--- src/rtl/fp_sched_pkg.sv ---
// Shared definitions for the FP adder scheduler.
//   WORD_W         : operand / result word width (IEEE-754 single precision)
//   DEF_LATENCY    : default register depth of the external adder
//   DEF_FIFO_DEPTH : default entries per result FIFO
//   port_id_t      : request/result port identifier (one bit, two ports)
package fp_sched_pkg;

    localparam int WORD_W         = 32;
    localparam int DEF_LATENCY    = 5;
    localparam int DEF_FIFO_DEPTH = 8;

    typedef logic port_id_t;

    localparam port_id_t PORT0 = 1'b0;
    localparam port_id_t PORT1 = 1'b1;

endpackage

--- src/rtl/fp_result_fifo.sv ---
// Synchronous result FIFO with asynchronous active-high reset.
// Ports:
//   clk, rst  : clock, async active-high reset (clears pointers and count)
//   i_push    : write i_data this edge (ignored when full)
//   i_data    : write data
//   i_pop     : discard head entry this edge (ignored when empty)
//   o_data    : head entry, valid while o_empty is low
//   o_empty   : no entries stored
//   o_count   : number of stored entries (0..DEPTH)
module fp_result_fifo
    import fp_sched_pkg::*;
#(
    parameter  int DEPTH = DEF_FIFO_DEPTH,
    parameter  int WIDTH = WORD_W,
    localparam int CNT_W = $clog2(DEPTH + 1),
    localparam int PTR_W = (DEPTH > 1) ? $clog2(DEPTH) : 1
) (
    input  logic             clk,
    input  logic             rst,
    input  logic             i_push,
    input  logic [WIDTH-1:0] i_data,
    input  logic             i_pop,
    output logic [WIDTH-1:0] o_data,
    output logic             o_empty,
    output logic [CNT_W-1:0] o_count
);

    logic [WIDTH-1:0] r_mem [DEPTH];
    logic [PTR_W-1:0] r_wr_ptr;
    logic [PTR_W-1:0] r_rd_ptr;
    logic [CNT_W-1:0] r_count;
    logic             w_full;
    logic             w_push;
    logic             w_pop;

    // Pointers wrap explicitly so DEPTH need not be a power of two.
    function automatic logic [PTR_W-1:0] ptr_inc(input logic [PTR_W-1:0] ptr);
        if (ptr == PTR_W'(DEPTH - 1)) begin
            return {PTR_W{1'b0}};
        end else begin
            return ptr + PTR_W'(1);
        end
    endfunction

    assign w_full  = (r_count == CNT_W'(DEPTH));
    assign o_empty = (r_count == {CNT_W{1'b0}});
    assign w_push  = i_push && !w_full;
    assign w_pop   = i_pop && !o_empty;
    assign o_data  = r_mem[r_rd_ptr];
    assign o_count = r_count;

    // Storage array; contents are don't-care until written, so no reset.
    always_ff @(posedge clk) begin
        if (w_push) begin
            r_mem[r_wr_ptr] <= i_data;
        end
    end

    // Read/write pointers and occupancy count.
    always_ff @(posedge clk or posedge rst) begin
        if (rst) begin
            r_wr_ptr <= {PTR_W{1'b0}};
            r_rd_ptr <= {PTR_W{1'b0}};
            r_count  <= {CNT_W{1'b0}};
        end else begin
            if (w_push) begin
                r_wr_ptr <= ptr_inc(r_wr_ptr);
            end
            if (w_pop) begin
                r_rd_ptr <= ptr_inc(r_rd_ptr);
            end
            case ({w_push, w_pop})
                2'b10:   r_count <= r_count + CNT_W'(1);
                2'b01:   r_count <= r_count - CNT_W'(1);
                default: r_count <= r_count;
            endcase
        end
    end

endmodule

--- src/rtl/fp_add_scheduler.sv ---
// Two-port scheduler in front of one shared, fixed-latency FP adder.
// Requests are arbitrated round-robin, issued one per cycle to the adder,
// tracked by a tag pipeline and returned through a per-port result FIFO.
// A port is only granted while it has FIFO room reserved for every result
// it already has in flight, so a result FIFO can never overflow.
// Ports:
//   clk, rst                        : clock, async active-high reset
//   req{0,1}_valid/_ready/_a/_b     : operand handshake per port
//   res{0,1}_valid/_ready/_data     : result handshake per port
//   add_a, add_b                    : operands to the external adder
//   add_n                           : adder result, LATENCY cycles after add_a/add_b
//   busy                            : any op in flight or any result queued
module fp_add_scheduler
    import fp_sched_pkg::*;
#(
    parameter int LATENCY    = DEF_LATENCY,
    parameter int FIFO_DEPTH = DEF_FIFO_DEPTH
) (
    input  logic              clk,
    input  logic              rst,
    input  logic              req0_valid,
    output logic              req0_ready,
    input  logic [WORD_W-1:0] req0_a,
    input  logic [WORD_W-1:0] req0_b,
    input  logic              req1_valid,
    output logic              req1_ready,
    input  logic [WORD_W-1:0] req1_a,
    input  logic [WORD_W-1:0] req1_b,
    output logic              res0_valid,
    input  logic              res0_ready,
    output logic [WORD_W-1:0] res0_data,
    output logic              res1_valid,
    input  logic              res1_ready,
    output logic [WORD_W-1:0] res1_data,
    output logic [WORD_W-1:0] add_a,
    output logic [WORD_W-1:0] add_b,
    input  logic [WORD_W-1:0] add_n,
    output logic              busy
);

    localparam int             CNT_W      = $clog2(FIFO_DEPTH + 1);
    localparam logic [CNT_W:0] CREDIT_LIM = (CNT_W + 1)'(FIFO_DEPTH);

    logic [CNT_W-1:0]  r_out0;
    logic [CNT_W-1:0]  r_out1;
    logic [CNT_W-1:0]  w_cnt0;
    logic [CNT_W-1:0]  w_cnt1;
    logic              w_empty0;
    logic              w_empty1;
    logic              w_push0;
    logic              w_push1;
    logic              w_pop0;
    logic              w_pop1;
    logic              w_credit0;
    logic              w_credit1;
    logic              w_elig0;
    logic              w_elig1;
    logic              w_xfer;
    port_id_t          w_gnt;
    logic              w_inc0;
    logic              w_inc1;
    port_id_t          r_last_grant;
    logic [LATENCY:0]  r_tag_vld;
    logic [LATENCY:0]  r_tag_port;
    logic [WORD_W-1:0] r_add_a;
    logic [WORD_W-1:0] r_add_b;

    // Credit: in-flight ops plus queued results must leave a free FIFO slot.
    // Both terms are registered, so a pop frees credit only from the next cycle.
    assign w_credit0 = ({1'b0, r_out0} + {1'b0, w_cnt0}) < CREDIT_LIM;
    assign w_credit1 = ({1'b0, r_out1} + {1'b0, w_cnt1}) < CREDIT_LIM;
    assign w_elig0   = req0_valid && w_credit0 && !rst;
    assign w_elig1   = req1_valid && w_credit1 && !rst;

    // Round-robin grant: a tie goes to the port that did not win last time.
    always_comb begin
        w_xfer = 1'b0;
        w_gnt  = PORT0;
        if (w_elig0 && w_elig1) begin
            w_xfer = 1'b1;
            w_gnt  = ~r_last_grant;
        end else if (w_elig0) begin
            w_xfer = 1'b1;
            w_gnt  = PORT0;
        end else if (w_elig1) begin
            w_xfer = 1'b1;
            w_gnt  = PORT1;
        end else begin
            w_xfer = 1'b0;
            w_gnt  = PORT0;
        end
    end

    assign req0_ready = w_xfer && (w_gnt == PORT0);
    assign req1_ready = w_xfer && (w_gnt == PORT1);
    assign w_inc0     = req0_ready;
    assign w_inc1     = req1_ready;

    // Issue register feeding the adder; idles at zero between issues.
    always_ff @(posedge clk or posedge rst) begin
        if (rst) begin
            r_add_a      <= {WORD_W{1'b0}};
            r_add_b      <= {WORD_W{1'b0}};
            r_last_grant <= PORT1;
        end else if (w_xfer) begin
            r_add_a      <= (w_gnt == PORT1) ? req1_a : req0_a;
            r_add_b      <= (w_gnt == PORT1) ? req1_b : req0_b;
            r_last_grant <= w_gnt;
        end else begin
            r_add_a      <= {WORD_W{1'b0}};
            r_add_b      <= {WORD_W{1'b0}};
            r_last_grant <= r_last_grant;
        end
    end

    assign add_a = r_add_a;
    assign add_b = r_add_b;

    // Tag pipeline: stage 0 mirrors the issue register, stage LATENCY lines
    // up with add_n, so its tag steers the result into the right FIFO.
    always_ff @(posedge clk or posedge rst) begin
        if (rst) begin
            r_tag_vld  <= {(LATENCY + 1){1'b0}};
            r_tag_port <= {(LATENCY + 1){1'b0}};
        end else begin
            r_tag_vld  <= {r_tag_vld[LATENCY-1:0], w_xfer};
            r_tag_port <= {r_tag_port[LATENCY-1:0], w_gnt};
        end
    end

    assign w_push0 = r_tag_vld[LATENCY] && (r_tag_port[LATENCY] == PORT0);
    assign w_push1 = r_tag_vld[LATENCY] && (r_tag_port[LATENCY] == PORT1);

    // Outstanding-op counters: +1 on issue, -1 when the result lands.
    always_ff @(posedge clk or posedge rst) begin
        if (rst) begin
            r_out0 <= {CNT_W{1'b0}};
            r_out1 <= {CNT_W{1'b0}};
        end else begin
            case ({w_inc0, w_push0})
                2'b10:   r_out0 <= r_out0 + CNT_W'(1);
                2'b01:   r_out0 <= r_out0 - CNT_W'(1);
                default: r_out0 <= r_out0;
            endcase
            case ({w_inc1, w_push1})
                2'b10:   r_out1 <= r_out1 + CNT_W'(1);
                2'b01:   r_out1 <= r_out1 - CNT_W'(1);
                default: r_out1 <= r_out1;
            endcase
        end
    end

    assign res0_valid = !w_empty0;
    assign res1_valid = !w_empty1;
    assign w_pop0     = res0_valid && res0_ready;
    assign w_pop1     = res1_valid && res1_ready;

    fp_result_fifo #(
        .DEPTH (FIFO_DEPTH),
        .WIDTH (WORD_W)
    ) u_fifo0 (
        .clk     (clk),
        .rst     (rst),
        .i_push  (w_push0),
        .i_data  (add_n),
        .i_pop   (w_pop0),
        .o_data  (res0_data),
        .o_empty (w_empty0),
        .o_count (w_cnt0)
    );

    fp_result_fifo #(
        .DEPTH (FIFO_DEPTH),
        .WIDTH (WORD_W)
    ) u_fifo1 (
        .clk     (clk),
        .rst     (rst),
        .i_push  (w_push1),
        .i_data  (add_n),
        .i_pop   (w_pop1),
        .o_data  (res1_data),
        .o_empty (w_empty1),
        .o_count (w_cnt1)
    );

    assign busy = (|r_tag_vld) || !w_empty0 || !w_empty1;

endmodule

--- config.mk ---
export PLATFORM = sky130hd
export DESIGN_NAME = fp_add_scheduler
export DESIGN_NICKNAME = d
export VERILOG_FILES = /design/src/rtl/fp_sched_pkg.sv /design/src/rtl/fp_result_fifo.sv /design/src/rtl/fp_add_scheduler.sv
export SDC_FILE = /design/constraint.sdc
export NUM_CORES = 1
export LEC_CHECK = 0
export ABC_AREA = 1
export CAP_MARGIN = 20
export CORE_MARGIN = 5
export CORE_UTILIZATION = 56
export DETAILED_ROUTE_END_ITERATION = 8
export GPL_TIMING_DRIVEN = 0
export MAX_ROUTING_LAYER = met4
export PLACE_DENSITY = 0.8
export REMOVE_ABC_BUFFERS = 1
export SYNTH_ARGS = -nofsm -noshare
export SYNTH_HDL_FRONTEND = slang
export SYNTH_SLANG_ARGS = --single-unit
--- constraint.sdc ---
create_clock -name clk -period 7.4 [get_ports clk]
set_clock_uncertainty 0.15 [all_clocks]
set_input_delay 1.48 -clock clk [delete_from_list [all_inputs] [get_ports clk]]
set_output_delay 1.48 -clock clk [all_outputs]
set_load 0.02 [all_outputs]
After elaboration in Yosys (flattened, before gate mapping):

Memory sizes are Yosys's and may differ from the RTL's.
Cells that the tools add are included.

* bits in registers: 105
* RAM bits: 512
* bits of input ports: 166
* output and inout port bits: 133
* memories: 2

* add/sub/neg operators: 14
* $lt $le $gt $ge: 2
* eq/ne operators: 14
* muxes and demuxes: 21
* bitwise gates (word level): 3
* reductions and logical operators: 29

Memories
* u_fifo0.r_mem: words 8, width 32, read ports 1, clocked after memory_dff 0, wr ports 1, line fp_result_fifo.sv:28 `logic [WIDTH-1:0] r_mem [DEPTH];`
* u_fifo1.r_mem: words 8, width 32, read ports 1, clocked after memory_dff 0, wr ports 1, line fp_result_fifo.sv:28

Operator list (number)
* 2-to-1 mux 32 bit: 4
* case mux 4 bit (2 select lines): 4
* adder 4 x 1 -> 4 bit (second input constant): 4
* subtractor 4 x 1 -> 4 bit (second input constant): 4
* logical AND 1 bit: 15
* adder 3 x 1 -> 3 bit (second input constant): 4
* equality test 3 bit (second input constant): 4
* 2-to-1 mux 3 bit: 4
* adder 4 x 4 -> 5 bit: 2
* < comparator 5 x 4 -> 1 bit (second input constant): 2
* 2-to-1 mux 1 bit: 9
* equality test 2 x 1 -> 1 bit (second input constant): 4
* equality test 2 bit (second input constant): 4
* equality test 4 bit (second input constant): 2
* zero test 4 bit: 2
* nonzero test 2 bit: 4
* OR reduction 6 bit: 1
* zero test 1 bit: 5
* NOT 1 bit: 3
* logical OR 1 bit: 2

Depth between registers and ports, before layout:

* depth after elaboration: 11
* mapped depth: 18

By module:

A second synthesis with hierarchy kept.

* cell total of the unflattened synthesis: 2793
* area, all modules: 26973.4 µm²

Modules (own cells, without submodules)
* fp_result_fifo at u_fifo1: instances 1, cells an instance 1194, area each 11661.2 µm², seq. area each 7937.6 µm²
* fp_result_fifo at u_fifo0: instances 1, cells an instance 1194, area each 11652.4 µm², seq. area each 7937.6 µm²
* fp_add_scheduler: instances 1, cells an instance 405, area each 3659.8 µm², seq. area each 2128.3 µm²

Least setup slack after synthesis:

No wires, ideal clock.

* path kind: input -> output
* start: input rst
* end: output req0_ready
* arrival: 4.639 ns
* path slack: 1.131 ns
* stages: 8
* buffers on the path: 1
* cell sequence: inv_1 nand3b_1 nor2_2 nand3_2 nand2_2 buf_6 nand2_1 inv_1

* cells in the longest elaborated chain, start to end: 7
* elaborated cells between the ends (all ways): 11
* classes of those cells: 5 x mux; 1 x bitwise; 5 x reduce/logical

RTL lines
* start, declared: line fp_add_scheduler.sv:20 `input logic rst,`
* zero test 1 bit (no line) (*)
* logical AND 1 bit: line fp_add_scheduler.sv:73 `assign w_elig1 = req1_valid && w_credit1 && !rst;`
* 2-to-1 mux 1 bit: line fp_add_scheduler.sv:85 `end else if (w_elig1) begin`
* 2-to-1 mux 1 bit: line fp_add_scheduler.sv:82 `end else if (w_elig0) begin`
* 2-to-1 mux 1 bit: line fp_add_scheduler.sv:79 `if (w_elig0 && w_elig1) begin`
* NOT 1 bit: line fp_add_scheduler.sv:94 `assign req0_ready = w_xfer && (w_gnt == PORT0);`
* logical AND 1 bit (*): line fp_add_scheduler.sv:94
* end, declared: line fp_add_scheduler.sv:22 `output logic req0_ready,`

Every way passes the cells marked *; elsewhere a longest branch is shown, timed or not.

Worst setup path in the final report:

* start: input rst
* end: output req1_ready

* cells in the longest elaborated chain, start to end: 6
* elaborated cells between the ends (all ways): 10
* classes of those cells: 5 x mux; 5 x reduce/logical

RTL lines
* zero test 1 bit (no line) (*)
* logical AND 1 bit: line fp_add_scheduler.sv:73
* 2-to-1 mux 1 bit: line fp_add_scheduler.sv:85
* 2-to-1 mux 1 bit: line fp_add_scheduler.sv:82
* 2-to-1 mux 1 bit: line fp_add_scheduler.sv:79
* logical AND 1 bit (*): line fp_add_scheduler.sv:95 `assign req1_ready = w_xfer && (w_gnt == PORT1);`
* end, declared: line fp_add_scheduler.sv:26 `output logic req1_ready,`

Marked as above.

==> key figures <==
Outcome
  • Status: finished, final reports clean

STA
  • Final setup viols: 0
  • Final Hold Fails: 0
  • Slew headroom: 0.2989
  • Final worst slack: about 1400 ps
  • RSZ-0062 raised after global routing: no
  • Tmin final: between 5000 and 6000 ps
  • Max-slew violation total from the final report: 0
  • Fin crit share: 0.8051
  • Worst slew pin tran: around 1100 ps
  • Fmax: around 0.17 GHz

Worst setup path
  • Buffers & Inverters on Critical Path: 6
  • Cell at the slowest stage of the critical path: clkdlybuf4s50_1
  • Crit path from: rst
  • Critical R2R Launch: u_fifo0.o_count[3]$_DFFE_PP0P_
  • Crit Path Category: in2out
  • Critical path cell sequence: clkdlybuf4s50_1 -> inv_4 -> buf_16 -> nand3b_1 -> nor2_1 -> nand2_1 -> inv_2 -> nand2_2 -> inv_2 -> clkdlybuf4s50_1
  • Worst EP arrival: ~4300 ps
  • Top delay family on crit path: buffers and inverters
  • Crit path max fanout: a little over 70
  • Element type at the critical path end: output pin
  • Required @ worst endpoint: approximately 5800 ps
  • Critical path's largest stage delay: roughly 660 ps
  • Critical Path Source Type: input pin

Synth
  • Post-synth top cells: edfxtp_1 (512), nor2_1 (410), nand2_1 (386), o21ai_0 (347), dfrtp_1 (104)
  • Syn Inst Count: about 2100
  • Synth area leaders: edfxtp_1 (62%), dfrtp_1 (10%), o21ai_0 (7.0%)
  • Count leader, synth: edfxtp_1
  • Syn_area_per_cell: between 10 and 15 sq um
  • Ys async rst share: 0.1702
  • Register bit total from synthesis: 617
  • Share of the synthesized area in the top cell type: 0.6202
  • Area leader, netlist: edfxtp_1
  • Seq/Total Area, Yosys: 0.7263
  • Primary FF master, synth: edfxtp_1
  • EDFF count, synth: between 500 and 600
  • Synth warn: 0
  • Yosys cell types: 33
  • Netlist Area Pre-Place: 24790 sq um

Global routing
  • Pin count of the biggest net entering global routing: 97
  • Grt ovf: 0
  • Vias in the first global route: ~17000
  • First-pass GRT wire length: 96.57 mm
  • Total Routing Usage GR: 0.2675
  • Initial antenna violation count: 2

Route
  • Vias per cell: 5.693
  • Initial DRC Count: around 1600
  • Metal3 WL: between 5 and 6 mm
  • DRC: 0
  • Top Layer Used: met4
  • Wirelength per Cell: just over 20 um
  • Drt total wl: 63.38 mm
  • Met2 Routed Length: 31.84 mm
  • Metal1 wirelength: ~23 mm
  • DRT Pass-1 Iters: 5
  • Detailed-route via count: roughly 17000
  • Post-DRT Antenna Nets: 0

Placed design
  • DP Cell Count: roughly 3000
  • Setup slack at placement: about 700 ps
  • Post-DP HPWL: approximately 40 mm
  • Routability-driven placement congestion ratio: roughly 0.88
  • Input/output buffers: between 200 and 300

Power and ir drop
  • Tot Pwr: ~12 mW
  • LEAKAGE: 11.44 nW
  • Peak supply drop: about 0.22 mV
  • Power per cell area: about 390 nW/um^2

Die
  • I/O pin cnt: around 300
  • Core Rows: 77
  • Die width: between 200 and 250 um
  • Initial Util: 0.5630
  • Die height: roughly 220 um
  • Die area: approximately 49000 sq um
  • Core Region: 44030 sq um

Final layout
  • Synthesis-to-layout area growth: 23.97%
  • Nets: 2608
  • Share of cells above drive strength 1: 0.06742
  • Filler-free cell count of the finished design: 3055
  • Final Util: 0.6979

Worst hold path
  • Hold Path Class: reg2reg
  • Hold path start: r_tag_port[2]$_DFF_PP0_

Clocking
  • Clock root cell: clkbuf_16
  • Postcts setup bufs: 0
  • Hold Buf Count CTS: 0
  • Clock Sinks: between 600 and 700
  • Clock-pin slew on the worst setup and hold paths: 60 ps
  • Clock Tree Buf Depth: 3
  • Cts repair resizes: 0
  • Num CTS Buffers: 60
  • H-tree depth: 2
  • TritonCTS clock tree: done
  • Clk_lat worst skew: around 620 ps

Run
  • Total of max-cap violations: 0
[sequential cells by signal, summed over array words and instances, names as in the netlist]
name and count:
u_fifo1.r_wr_ptr 3, r_tag_vld 6, r_out0 4, r_out1 4
r_last_grant 1, u_fifo0.o_count 4, u_fifo0.r_rd_ptr 3, u_fifo1.o_count 4
add_a 32, u_fifo0.r_mem 256, u_fifo0.r_wr_ptr 3, u_fifo1.r_rd_ptr 3
add_b 32, r_tag_port 6, u_fifo1.r_mem 256
[cells by family (layout without fill, tap and decap cells)]
| family | after synthesis | after routing | share of synthesized area |
|---|---|---|---|
| muxes | 1 | 1 | 0.0004542 |
| DFF | 617 | 617 | 0.7263 |
| xor gates and xnor gates | 10 | 10 | 0.003533 |
| other | 0 | 1 | 0 |
| adders and majority gates | 28 | 28 | 0.01474 |
| and+or+nand+nor | 898 | 898 | 0.1422 |
| AOI/OAI and AO/OA | 405 | 405 | 0.08207 |
| buffers and inverters | 166 | 503 | 0.03074 |
[worst reg2reg max path, stage by stage (launching register included)]
cell and delay [ps]:
dfrtp_1 440, ha_1 300, or2_1 230, nor2_2 140, nand3_2 90, nand2_2 330
nand2_1 190, ha_1 280, nand2_1 90, inv_1 40, nor2_1 190, ha_1 190
a21oi_1 60, or2_2 300, a31oi_1 120
[report_power, final]
part / switching (mW) / internal (mW) / leakage, nW / total (mW)
Sequential: 0.417 / 4.13 / 5.98 / 4.55
Clock: 1.27 / 1.68 / 0.918 / 2.95
Combinational: 2.81 / 1.77 / 4.55 / 4.58
Total: 4.50 / 7.57 / 11.4 / 12.1
[metal layers]
metal,GRT usage,vias up
met2,0.4420,837
met3,0.06020,159
met4,0.1086,0
met5,-,-
met1,0.3228,8464
li1,-,7932
[worst paths after layout]
path                       depth (start not counted)  slack (ps)                             end
max reg2reg                                       14        4180           r_out0[2]$_DFFE_PP0P_
min                                                0         200         r_tag_port[3]$_DFF_PP0_
max                                               10        1440                      req1_ready
max in group asynchronous                          3        5270             add_a[18]$_DFF_PP0_
min in group asynchronous                          2        1100  u_fifo0.o_count[2]$_DFFE_PP0P_
min reg2reg                                        0         200         r_tag_port[3]$_DFF_PP0_
[layout by cell type (no fill, tap or decap), drive strengths merged, types with 2 or more instances in the layout]
cell,n
fa,2
a31oi,2
nand3b,2
or2,5
edfxtp,512
ha,26
clkdlybuf4s50,298
nor2,411
a21oi,6
o21ai,395
clkinv,25
clkbuf,75
nor3,8
dfrtp,104
buf,49
nand2,388
xnor2,8
nand3,79
xor2,2
inv,50
bufinv,5
nand4,4
[through the flow]
stage	instance area [sq um]	hold slack [ps]	setup TNS, ps
2_1_floorplan	24200	181.2	0
3_3_place_gp	27920	182.7	-227380
3_5_place_dp	28820	186.4	0
4_1_cts	30710	198.2	0
5_1_grt	30730	199.9	0
6_report	30730	197.6	0
[layout make-up]
type	instances	area (sq um)
Inverter	46	180.2
Sequential cell	617	18020
Fill cell	2942	13300
Antenna cell	1	2.502
Tap cell	592	740.7
Multi-Input combinational cell	1342	6123
Clock buffer	75	1568
Clock inverter	35	322.8
Timing Repair Buffer	347	3771
(Power assumes the default switching activity.)
